$ cat config.mk
export PLATFORM = sky130hd
export DESIGN_NAME = fetch_sequencer
export DESIGN_NICKNAME = d
export VERILOG_FILES = /design/src/rtl/fetch_sequencer.sv
export SDC_FILE = /design/constraint.sdc
export NUM_CORES = 1
export LEC_CHECK = 0
export ABC_AREA = 1
export BUFFER_PORTS_ARGS = -buffer_cell sky130_fd_sc_hd__buf_2
export CORE_UTILIZATION = 55
export DETAILED_ROUTE_END_ITERATION = 8
export GPL_TIMING_DRIVEN = 0
export PLACE_DENSITY = 0.91
export SLEW_MARGIN = 15
export SYNTH_ARGS = -nofsm -noshare
export SYNTH_HDL_FRONTEND = slang
export SYNTH_SLANG_ARGS = --single-unit
$ cat constraint.sdc
create_clock -name clk -period 2.8 [get_ports clk]
set_clock_uncertainty 0.2 [all_clocks]
set_input_delay 0 -clock clk [delete_from_list [all_inputs] [get_ports clk]]
set_output_delay 0 -clock clk [all_outputs]
set_load 0.005 [all_outputs]
$ cat src/rtl/fetch_sequencer.sv
// Instruction-fetch controller: owns the PC, fetches from a combinational ROM
// and hands registered words to decode over a valid/ready handshake.
module fetch_sequencer #(
    parameter int             AW         = 10,
    parameter int             IW         = 10,
    parameter logic [AW-1:0]  START_ADDR = 10'd1,
    parameter logic [IW-1:0]  HALT_WORD  = 10'b0010000010,
    parameter int             CW         = 16
) (
    input  logic          clk,
    input  logic          rst_n,
    input  logic          start,
    output logic [AW-1:0] rom_addr,
    input  logic [IW-1:0] rom_data,
    output logic [IW-1:0] instr,
    output logic          instr_valid,
    input  logic          instr_ready,
    input  logic          redirect,
    input  logic [AW-1:0] redirect_addr,
    output logic [AW-1:0] pc,
    output logic          halted,
    output logic [CW-1:0] instr_count
);

    typedef enum logic [1:0] {
        IDLE  = 2'd0,
        RUN   = 2'd1,
        DRAIN = 2'd2,
        HALT  = 2'd3
    } state_t;

    state_t        state_q;
    logic [AW-1:0] pc_q;
    logic [IW-1:0] instr_q;
    logic          valid_q;
    logic          halted_q;
    logic [CW-1:0] count_q;

    logic          load;
    logic          accept;

    assign load        = !valid_q || instr_ready;
    assign accept      = valid_q && instr_ready;

    assign rom_addr    = pc_q;
    assign pc          = pc_q;
    assign instr       = instr_q;
    assign instr_valid = valid_q;
    assign halted      = halted_q;
    assign instr_count = count_q;

    // Fetch FSM: PC, output word register, halt flag and handshake counter.
    always_ff @(posedge clk) begin
        if (!rst_n) begin
            state_q  <= IDLE;
            pc_q     <= START_ADDR;
            instr_q  <= '0;
            valid_q  <= 1'b0;
            halted_q <= 1'b0;
            count_q  <= '0;
        end else begin
            // A word taken by decode always counts, even under a redirect.
            if (accept && (count_q != {CW{1'b1}})) begin
                count_q <= count_q + 1'b1;
            end
            unique case (state_q)
                IDLE: begin
                    if (start) begin
                        pc_q    <= START_ADDR;
                        count_q <= '0;
                        state_q <= RUN;
                    end
                end
                RUN: begin
                    if (redirect) begin
                        valid_q <= 1'b0;
                        pc_q    <= redirect_addr;
                    end else if (load) begin
                        instr_q <= rom_data;
                        valid_q <= 1'b1;
                        pc_q    <= pc_q + 1'b1;
                        if (rom_data == HALT_WORD) begin
                            state_q <= DRAIN;
                        end
                    end
                end
                DRAIN: begin
                    if (redirect) begin
                        valid_q <= 1'b0;
                        pc_q    <= redirect_addr;
                        state_q <= RUN;
                    end else if (accept) begin
                        valid_q  <= 1'b0;
                        halted_q <= 1'b1;
                        state_q  <= HALT;
                    end
                end
                HALT: begin
                    if (start) begin
                        pc_q     <= START_ADDR;
                        halted_q <= 1'b0;
                        count_q  <= '0;
                        state_q  <= RUN;
                    end
                end
                default: state_q <= IDLE;
            endcase
        end
    end

endmodule

==> out/summary.txt, run 1 <==
Yosys top cell area share: 0.351
core area: 0.00400 mm^2
MaxCap Viol Count: 0
initial core utilization: 0.570
Top delay family on crit path: buffers and inverters
Detailed Place HPWL: 4380 um
overall routed net length: 6970 um
hold-critical path depth: 6
met2 WL: 3340 um
register area share after synthesis: 0.351
WS Path Type: reg2reg
DR vias: 2715
most common cell in the netlist: nand2_1
Max Slew Vio Count: 0
met3 WL: 482 um
Via density: 5.43
initial antenna violation count: 0
Slew @ Worst Pin: 578 ps
remaining antenna violation count: 0
routed len/inst: 13.9 um
fmax: 390 MHz
M1 WL: 2850 um
Initial DRT Pass Iterations: 5
top layer in use: met4
TritonCTS clock tree: yes
antenna cells: 0
crit path DAT: 2570 ps
num ports: 73
worst hold path type: in2reg
Startpoint Class: flop
Syn Area/Cell: 6.70 um^2
period utilization: 0.916
number of I/O port buffers: 72
Clock Tree Root: clkbuf_8
top cells by area, synth: dfxtp_1 (35%), nand2_1 (13%), a21oi_1 (8.8%), nor2_1 (7.2%), inv_1 (4.9%)
DIE AREA: 0.00441 mm^2
Post-synth EDFFs: 0
Netlist cell types: 32
number of placed instances, taps included: 462
top cell types by occurrence after synthesis: nand2_1 (76), nor2_1 (44), a21oi_1 (40), dfxtp_1 (40), inv_1 (30)
relative slew slack: 0.615
area leader, netlist: dfxtp_1
pre-CTS setup slack: 733 ps
Area growth, synth to finish: 35.7%
CP max-delay cell: dlygate4sd3_1
layout cells sized above 1: 0.251
Lkg Pwr: 1.41 nW
gpl congestion: 0.912
R2R depth: 8
unrepaired setup endpoints after global routing: no
final worst setup slack: 236 ps
r2r setup slk: 240 ps
Mapped Cells: 340
worst vdd ir: 0.000523 V
Clk Latency, worst-skew pair: 300 ps
die height: 66.4 um
Mapped Area: 0.00228 mm^2
CP max stage delay: 620 ps
CP Capture Type: flop
Worst EP required: 2800 ps
total grt overflow: 0
Cell Pwr Density: 763 mW/mm^2
FFs w/ async S/R, synth: 0
largest buffer count on any clock path: 2
DR iter-0 viols: 251
Worst Path Buf+Inv: 3
CP most frequent cell: dlygate4sd3_1
status: finished, final reports clean
# rows: 23
first-pass GRT wire length: 11300 um
syn_nets: 370
Fin. Hold Viols: 0
htree depth: 2
post-synthesis sequential element count: 40
crit path max fanout: 5
GRT Overall Usage: 0.337
Residual DRC: 0
hold path start: redirect
Final Instance Count excl. Fillers: 500
worst-path cell chain: ha_1, inv_2, a21oi_1, dlygate4sd3_1, o21ai_0, dlygate4sd3_1, nand3_1, nand2_1
Die W: 66.4 um
vias in the first global route: 2472
Most used DFF post-synth: dfxtp_1
setup TNS: 0 ps
YS warnings: 0
Inserted Clock Buffers: 5
final setup fails: 0
Reg2Reg Capture Point: pc[0]$_SDFFE_PN1P_
Hold Path Sink: pc[6]$_SDFFE_PN0P_
min cycle time layout: 2560 ps
Total Power: 2.36 mW
largest net degree at the start of global routing: 12
Clock Sinks: 40
Worst R2R Start: state_q[0]$_SDFFE_PN0P_
Reg clk slew, reported paths: 80 ps
fin nets: 479
[worst register-to-register path, cell delays in order, from the launching register on]
cell	delay (ps)
dfxtp_1	380
ha_1	180
inv_2	70
a21oi_1	200
dlygate4sd3_1	620
o21ai_0	100
dlygate4sd3_1	580
nand3_1	90
nand2_1	50
[area by class of cell]
type,count,area (um^2)
tap,50,62.6
clock buffer,8,90.1
multi-input combinational,248,1230
timing repair buffer,102,661
sequential,40,801
inverter,34,128
fill,280,907
buffer,18,125
[worst max path at each step]
stage,start,endpoint,cells after the start
3_5_place_dp,state_q[0]$_SDFFE_PN0P_,instr_count[14]$_SDFF_PN0_,6
2_1_floorplan,instr_count[0]$_SDFF_PN0_,instr_count[11]$_SDFF_PN0_,10
5_1_grt,state_q[0]$_SDFFE_PN0P_,pc[9]$_SDFFE_PN0P_,11
4_1_cts,state_q[0]$_SDFFE_PN0P_,pc[8]$_SDFFE_PN0P_,11
6_report,state_q[0]$_SDFFE_PN0P_,pc[0]$_SDFFE_PN1P_,8
3_3_place_gp,state_q[0]$_SDFFE_PN0P_,instr_count[3]$_SDFF_PN0_,6
[sequential cells by signal (all words and copies together) (netlist names)]
| signal | flops |
|---|---|
| instr | 10 |
| state_q | 2 |
| halted | 1 |
| instr_count | 16 |
| pc | 10 |
| instr_valid | 1 |
[power by group]
part	total (mW)	switching (mW)	leakage [nW]	internal, mW
clock network	0.404	0.203	0.0455	0.201
logic	1.11	0.601	1.03	0.510
registers	0.845	0.149	0.326	0.696
[metal layers]
metal / vias to the layer above / GRT usage
li1: 1314 / -
met1: 1217 / 0.391
met2: 156 / 0.568
met3: 28 / 0.0828
met4: 0 / 0.176
met5: - / 0
[cells in the final DEF, fill, tap and decap left out, drive strengths merged, types with 2 or more instances in the layout]
master        n
nand4         3
nand2        80
dfxtp        40
ha            5
a21oi        41
buf          87
xnor2         5
dlygate4sd3  30
nand3b        2
nor2         50
nor3          2
clkbuf       11
nand3        21
o21ai        33
inv          34
[per-stage QoR]
stage,cell area (um^2),util,hold slack [ps]
2_1_floorplan,2280,-,-65.1
3_3_place_gp,2700,0.676,42.2
3_5_place_dp,2700,0.676,56.6
4_1_cts,3090,0.773,32.3
5_1_grt,3090,0.773,77.4
6_report,3090,0.773,57.6
[cells by family after synthesis]
group | Yosys count | share of synthesized area
simple gates | 160 | 0.312
compound gates | 78 | 0.179
buf+inv | 52 | 0.111
flops | 40 | 0.351
xor+xnor | 5 | 0.0192
fa+ha+maj | 5 | 0.0274
[what timing repair did]
action	4_1_cts	5_1_grt
hold buffers	30	0
buffers inserted	0	0
endpoints found under the hold margin	29	0
gates resized for setup	0	0
Note: power is estimated with default switching activity, not from simulation.
==> inputs of run 2 (changes only) <==
--- a/config.mk
+++ b/config.mk
@@ -5,12 +5,11 @@
 export SDC_FILE = /design/constraint.sdc
 export NUM_CORES = 1
 export LEC_CHECK = 0
-export ABC_AREA = 1
 export BUFFER_PORTS_ARGS = -buffer_cell sky130_fd_sc_hd__buf_2
 export CORE_UTILIZATION = 55
 export DETAILED_ROUTE_END_ITERATION = 8
 export GPL_TIMING_DRIVEN = 0
-export PLACE_DENSITY = 0.91
+export PLACE_DENSITY = 0.85
 export SLEW_MARGIN = 15
 export SYNTH_ARGS = -nofsm -noshare
 export SYNTH_HDL_FRONTEND = slang
==> constraint.sdc (replaced) <==
create_clock -name clk -period 2.8 [get_ports clk]
set_clock_uncertainty 0.2 [all_clocks]
set_input_delay 0.14 -clock clk [delete_from_list [all_inputs] [get_ports clk]]
set_output_delay 0.14 -clock clk [all_outputs]
set_load 0.005 [all_outputs]
==> run 2 against run 1 <==
Effect of this change:
- synthesized area fell by 0.33%
- die area shrank 0.32%
- clock power fell by 3%
- non-clock buffer count down 17
- largest cell class unchanged
- design area down 6.2%
- combinational power fell by 43%
- global-route usage decreased by 5.2 points
- sequential share of layout area up 1.7 points
- utilization shrank 0.97 points
- highest routed layer unchanged
- routed wire length down 14%
==> out/summary.txt, run 2 <==
initial antenna violation count: 0 (unchanged)
crit path max fanout: 7 (+2)
Most used DFF post-synth: dfxtp_1
antenna cells: 0 (unchanged)
Reg clk slew, reported paths: 80 ps (about the same)
most frequent cells in the layout: buf_2 (72), nand2_1 (46), dfxtp_1 (40)
Area growth, synth to finish: 27.6%
num ports: 73 (unchanged)
Worst R2R Start: state_q[0]$_SDFFE_PN0P_
routed len/inst: 14.4 um (+3.0%)
DR vias: 2491 (-8.3%)
fmax: 419 MHz (+7.6%)
Fin. Hold Viols: 0 (unchanged)
CP Capture Type: flop
min cycle time layout: 2380 ps (-180 ps)
Largest register FFs: 16 (unchanged)
Clock Tree Root: clkbuf_8
first-pass GRT wire length: 9690 um (-14%)
R2R depth: 6 (-2)
post-synthesis sequential element count: 40 (unchanged)
layout cells sized above 1: 0.267 (+0.0157)
Initial DRT Pass Iterations: 5 (unchanged)
YS warnings: 0 (unchanged)
Reg2Reg Capture Point: pc[3]$_SDFFE_PN0P_
GRT Overall Usage: 0.285 (-0.0517)
Residual DRC: 0 (unchanged)
Placed Instance Area: 0.00269 mm^2 (-0.37%)
Via density: 5.95 (+9.5%)
Clk Latency, worst-skew pair: 310 ps (about the same)
core area: 0.00380 mm^2 (-5.0%)
Yosys top cell area share: 0.352 (+0.00116)
Mapped Area: 0.00227 mm^2 (-0.33%)
vias in the first global route: 2223 (-10%)
crit path DAT: 2390 ps (-180 ps)
total grt overflow: 0 (unchanged)
most common cell in the netlist: nand2_1
Fill cells: 295 (+5.4%)
final worst setup slack: 416 ps (+180 ps)
Die W: 66.3 um (-0.16%)
Max Slew Vio Count: 0 (unchanged)
top cell types by occurrence after synthesis: nand2_1 (46), dfxtp_1 (40), a21oi_1 (19)
area taken by flip-flops and latches: 801 um^2 (unchanged)
Detailed Place HPWL: 4050 um (-7.5%)
largest net degree at the start of global routing: 14 (+2)
Inserted Clock Buffers: 5 (unchanged)
number of I/O port buffers: 72 (unchanged)
top cells by area, synth: dfxtp_1 (35%), nand2_1 (7.6%), a21boi_0 (4.6%), a21oi_1 (4.2%), o21ai_0 (3.5%)
setup TNS: 0 ps (unchanged)
Netlist cell types: 51 (+59%)
Syn Area/Cell: 8.14 um^2 (+21%)
area leader, netlist: dfxtp_1
Slew @ Worst Pin: 889 ps (+311 ps)
CTS-repair resized insts: 0 (unchanged)
unrepaired setup endpoints after global routing: no
Startpoint Class: flop
# rows: 22 (-4.3%)
pre-CTS setup slack: 499 ps (-234 ps)
register area share after synthesis: 0.352 (+0.00116)
status: finished, final reports clean
commonest non-fill, non-tap cell in the layout: buf_2
period utilization: 0.851 (-0.0645)
syn_nets: 309 (-16%)
FFs w/ async S/R, synth: 0 (unchanged)
TritonCTS clock tree: yes
DIE AREA: 0.00439 mm^2 (-0.32%)
worst hold path type: in2reg
Mapped Cells: 279 (-18%)
Multi-input gate area: 0.00133 mm^2 (+8.2%)
Cell Pwr Density: 597 mW/mm^2 (-22%)
r2r setup slk: 420 ps (+180 ps)
DR iter-0 viols: 123 (-51%)
Worst EP required: 2810 ps (about the same)
fin nets: 400 (-16%)
overall routed net length: 6020 um (-14%)
worst vdd ir: 0.000396 V (-24%)
remaining antenna violation count: 0 (unchanged)
crit path capture: pc[3]$_SDFFE_PN0P_
MaxCap Viol Count: 0 (unchanged)
design area: 0.00290 mm^2 (-6.2%)
Post-synth EDFFs: 0 (unchanged)
final setup fails: 0 (unchanged)
largest buffer count on any clock path: 2 (unchanged)
initial core utilization: 0.598 (+0.0282)
Clock Sinks: 40 (unchanged)
Critical Path Start: state_q[0]$_SDFFE_PN0P_
Lkg Pwr: 1.24 nW (-12%)
WS Path Type: reg2reg
relative slew slack: 0.404 (-0.211)
die height: 66.3 um (-0.16%)
htree depth: 2 (unchanged)
gpl congestion: 0.842 (-7.6%)
## run 2: changes by cell type after synthesis, sizes merged, moves of 6 or more
cell / previous run / this run
o21ai: 33 / 16
and2: 0 / 7
nand2: 80 / 46
nor2: 50 / 9
nand2b: 0 / 7
a21boi: 0 / 14
nand3: 21 / 10
clkbuf: 3 / 9
inv: 34 / 7
a21oi: 41 / 19
## run 2: final cells by class
cell class / count / share of cell area
multi-input combinational: 213 / 0.457
tap: 48 / 0.0207
inverter: 7 / 0.00906
sequential: 40 / 0.276
clock buffer: 5 / 0.0237
clock inverter: 3 / 0.00647
buffer: 19 / 0.0410
timing repair buffer: 84 / 0.166
## run 2: metal layers
| layer | track usage | vias to the layer above | share of wire |
|---|---|---|---|
| li1 | - | 1204 | - |
| met1 | 0.329 | 1196 | 0.42 |
| met2 | 0.517 | 79 | 0.51 |
| met3 | 0.0552 | 12 | 0.047 |
| met4 | 0.104 | 0 | 0.022 |
| met5 | 0 | - | 0 |
## run 2: critical path, stage by stage (launching register included)
cell	delay, ps
dfxtp_1	390
inv_1	60
ha_1	340
nor2b_1	190
a211oi_1	710
a21boi_0	190
o21a_1	210
## run 2: worst min-delay path by stage
stage                     startpoint               endpoint  cells after the start
floorplan                rom_data[0]  instr[0]$_SDFFE_PN0P_                      2
global placement         rom_data[7]  instr[7]$_SDFFE_PN0P_                      3
detailed placement       rom_data[2]  instr[2]$_SDFFE_PN0P_                      3
CTS                 redirect_addr[3]     pc[3]$_SDFFE_PN0P_                      4
global route        redirect_addr[6]     pc[6]$_SDFFE_PN0P_                      4
finish              redirect_addr[1]     pc[1]$_SDFFE_PN0P_                      3
## run 2: cells by family after synthesis
group,Yosys count,synth area share
simple gates,121,0.287
flops,40,0.352
compound gates,82,0.247
mux,5,0.0226
fa+ha+maj,5,0.0275
buf+inv,26,0.0639
## run 2: power by group
part / switching (mW) / internal, mW / total [mW]
Clock: 0.218 / 0.174 / 0.391
Sequential: 0.0723 / 0.631 / 0.704
Combinational: 0.349 / 0.287 / 0.636
Total: 0.639 / 1.09 / 1.73
## run 2: timing repair
action	in CTS	in global routing
hold buffers	12	0
endpoints found under the hold margin	12	0
setup buffers	0	0
## run 2: metrics by stage
step | power (mW) | hold WS (ps) | cells | util
2_1_floorplan | 1.12 | 84.9 | 279 | -
3_3_place_gp | 1.31 | 202 | 399 | 0.709
3_5_place_dp | 1.32 | 215 | 399 | 0.709
4_1_cts | 1.72 | 11.8 | 419 | 0.764
5_1_grt | 1.84 | 29.8 | 419 | 0.764
6_report | 1.73 | 6.52 | 419 | 0.764
==> inputs of run 3 (changes only) <==
--- a/config.mk
+++ b/config.mk
@@ -5,11 +5,13 @@
 export SDC_FILE = /design/constraint.sdc
 export NUM_CORES = 1
 export LEC_CHECK = 0
+export ABC_AREA = 0
 export BUFFER_PORTS_ARGS = -buffer_cell sky130_fd_sc_hd__buf_2
-export CORE_UTILIZATION = 55
+export CORE_UTILIZATION = 46
 export DETAILED_ROUTE_END_ITERATION = 8
 export GPL_TIMING_DRIVEN = 0
-export PLACE_DENSITY = 0.85
+export MAX_ROUTING_LAYER = met4
+export PLACE_DENSITY = 0.76
 export SLEW_MARGIN = 15
 export SYNTH_ARGS = -nofsm -noshare
 export SYNTH_HDL_FRONTEND = slang
==> constraint.sdc (replaced) <==
create_clock -name clk -period 2 [get_ports clk]
set_clock_uncertainty 0.2 [all_clocks]
set_input_delay 0.1 -clock clk [delete_from_list [all_inputs] [get_ports clk]]
set_output_delay 0.1 -clock clk [all_outputs]
set_load 0.005 [all_outputs]
==> run 3 against run 2 <==
Effect of this change:
- utilization is 10 points lower
- critical path depth is 1 lower
- first-iteration DRC count is 17% higher
- global-route usage is 5.0 points lower
- sequential cell count stayed put
- final cell count is 6.0% higher
- via count is 1.0% lower
- register-to-register slack worse by 380 ps
- clock-buffer cell count is 1 higher
- design area is 7.4% higher
- sequential power is 41% higher
- clock power is 30% higher
- critical endpoint is now instr_count[12]$_SDFF_PN0_
- largest cell class unchanged
==> out/summary.txt, run 3 (synthesized netlist as in run 2, its figures left out) <==
Initial DRT Pass Iterations: 5 (unchanged)
met2 WL: 2990 um (-2.0%)
Clock Sinks: 40 (unchanged)
initial antenna violation count: 0 (unchanged)
vias in the first global route: 2166 (-2.6%)
min cycle time layout: 1970 ps (-415 ps)
fin nets: 407 (+1.8%)
period utilization: 0.984 (+0.133)
gpl congestion: 0.863 (+2.5%)
first-pass GRT wire length: 9530 um (-1.7%)
core area: 0.00472 mm^2 (+24%)
Max Slew Vio Count: 0 (unchanged)
Comb pwr share: 0.401 (+0.033)
Clock Tree Root: clkbuf_8
number of placed instances, taps included: 418 (+4.8%)
largest net degree at the start of global routing: 12 (-2)
initial core utilization: 0.481 (-0.117)
Total Power: 2.51 mW (+45%)
die height: 72.3 um (+9.1%)
Detailed Place HPWL: 4010 um (-0.92%)
DR iter-0 viols: 144 (+17%)
Residual DRC: 0 (unchanged)
M1 WL: 2570 um (+0.78%)
worst-path cell chain: ha_4, nand4_4, or4_4, or3_1, a21oi_2
layout cells sized above 1: 0.342 (+0.0753)
overall routed net length: 6040 um (+0.32%)
htree depth: 2 (unchanged)
worst vdd ir: 0.000681 V (+72%)
CP Capture Type: flop
met3 WL: 393 um (+39%)
unrepaired setup endpoints after global routing: yes
TritonCTS clock tree: yes
fmax: 508 MHz (+21%)
MaxCap Viol Count: 0 (unchanged)
power share of the clock group: 0.202 (-0.024)
CP max stage delay: 540 ps (-170 ps)
crit path DAT: 1990 ps (-400 ps)
top layer in use: met4
Slew @ Worst Pin: 604 ps (-285 ps)
Fin. Hold Viols: 0 (unchanged)
WS Path Type: reg2reg
remaining antenna violation count: 0 (unchanged)
Worst Path Buf+Inv: 0 (-1)
Finished Core Util: 0.660 (-0.104)
number of I/O port buffers: 72 (unchanged)
switching power: 0.886 mW (+39%)
crit path max fanout: 5 (-2)
DR vias: 2466 (-1.0%)
sequential cell fraction of total power: 0.396 (-0.010)
# rows: 25 (+14%)
Lkg Pwr: 1.30 nW (+5.5%)
antenna cells: 0 (unchanged)
relative slew slack: 0.596 (+0.193)
Reg clk slew, reported paths: 80 ps (about the same)
CP max-delay cell: or4_4
Die W: 72.3 um (+9.1%)
routed len/inst: 13.6 um (-5.3%)
Inserted Clock Buffers: 5 (unchanged)
final setup fails: 0 (unchanged)
Startpoint Class: flop
Area growth, synth to finish: 37.1%
status: finished, final reports clean
DIE AREA: 0.00522 mm^2 (+19%)
Via density: 5.55 (-6.6%)
most frequent cells in the layout: buf_2 (72), nand2_1 (45), dfxtp_1 (31)
Cell Pwr Density: 805 mW/mm^2 (+35%)
Sw Share: 0.353 (-0.0161)
Worst EP required: 2020 ps (-790 ps)
Final Instance Count excl. Fillers: 444 (+6.0%)
Largest register FFs: 16 (unchanged)
commonest non-fill, non-tap cell in the layout: buf_2
Placed Instance Area: 0.00272 mm^2 (+1.1%)
largest buffer count on any clock path: 2 (unchanged)
design area: 0.00312 mm^2 (+7.4%)
num ports: 73 (unchanged)
Top delay family on crit path: simple AND/OR/NAND/NOR gates
GRT Overall Usage: 0.235 (-0.0500)
total grt overflow: 0 (unchanged)
worst hold path type: in2reg
Clk Latency, worst-skew pair: 290 ps (-20 ps)
Int Power: 1.62 mW (+49%)
[run 3: changes by cell type in the layout (fill, tap and decap cells not counted), sizes merged]
cell         change
buf              +6
dlygate4sd3      +3
clkinv           -2
clkbuf           -1
[run 3: cell type report]
class | count | area (um^2)
plain buffers | 18 | 131
clock buffers | 6 | 72.6
clock inverters | 1 | 5.00
fillers | 389 | 1610
inverters | 7 | 26.3
multi-input cells | 213 | 1430
flip-flops and latches | 40 | 820
well taps | 67 | 83.8
repair buffers | 92 | 548
[run 3: worst paths after layout]
kind,slack (ps),cells after the start,end,start
max,30,5,instr_count[12]$_SDFF_PN0_,instr_count[1]$_SDFF_PN0_
min,6,4,pc[5]$_SDFFE_PN0P_,redirect_addr[5]
max reg2reg,30,5,instr_count[12]$_SDFF_PN0_,instr_count[1]$_SDFF_PN0_
min reg2reg,260,2,instr[2]$_SDFFE_PN0P_,instr[2]$_SDFFE_PN0P_
[run 3: worst reg2reg max path, stage by stage, from the launching register on]
cell	delay (ps)
dfxtp_4	380
ha_4	170
nand4_4	100
or4_4	540
or3_1	410
a21oi_2	120
[run 3: through the flow]
| step | worst slack, ps | TNS [ps] | hold WS [ps] |
|---|---|---|---|
| after floorplan | 23.5 | 0 | 44.9 |
| after global placement | -368 | -3110 | 161 |
| after detailed placement | -324 | -3350 | 169 |
| after CTS | 0.0151 | 0 | 2.62 |
| after global routing | -38.5 | -51.1 | 18.1 |
| final | 31.5 | 0 | 5.57 |
[run 3: power by group through the flow]
| stage | registers (mW) | logic, mW | clock network, mW |
|---|---|---|---|
| CTS | 0.984 | 0.922 | 0.515 |
| detailed placement | 0.999 | 0.849 | 0 |
| finish | 0.994 | 1.01 | 0.507 |
| global placement | 0.995 | 0.837 | 0 |
| global route | 1.01 | 1.11 | 0.549 |
| floorplan | 0.987 | 0.576 | 0 |
[run 3: metal layers]
metal / vias to the layer above / track usage
met5: - / -
met4: 0 / 0.0675
met3: 10 / 0.0444
met2: 100 / 0.406
met1: 1134 / 0.279
li1: 1222 / -
[run 3: what timing repair did]
action	4_1_cts	5_1_grt
endpoints found under the setup margin	30	31
pin swaps	1	6
hold buffers	15	0
endpoints found under the hold margin	15	0
buffers inserted	0	5
gates resized for setup	18	23
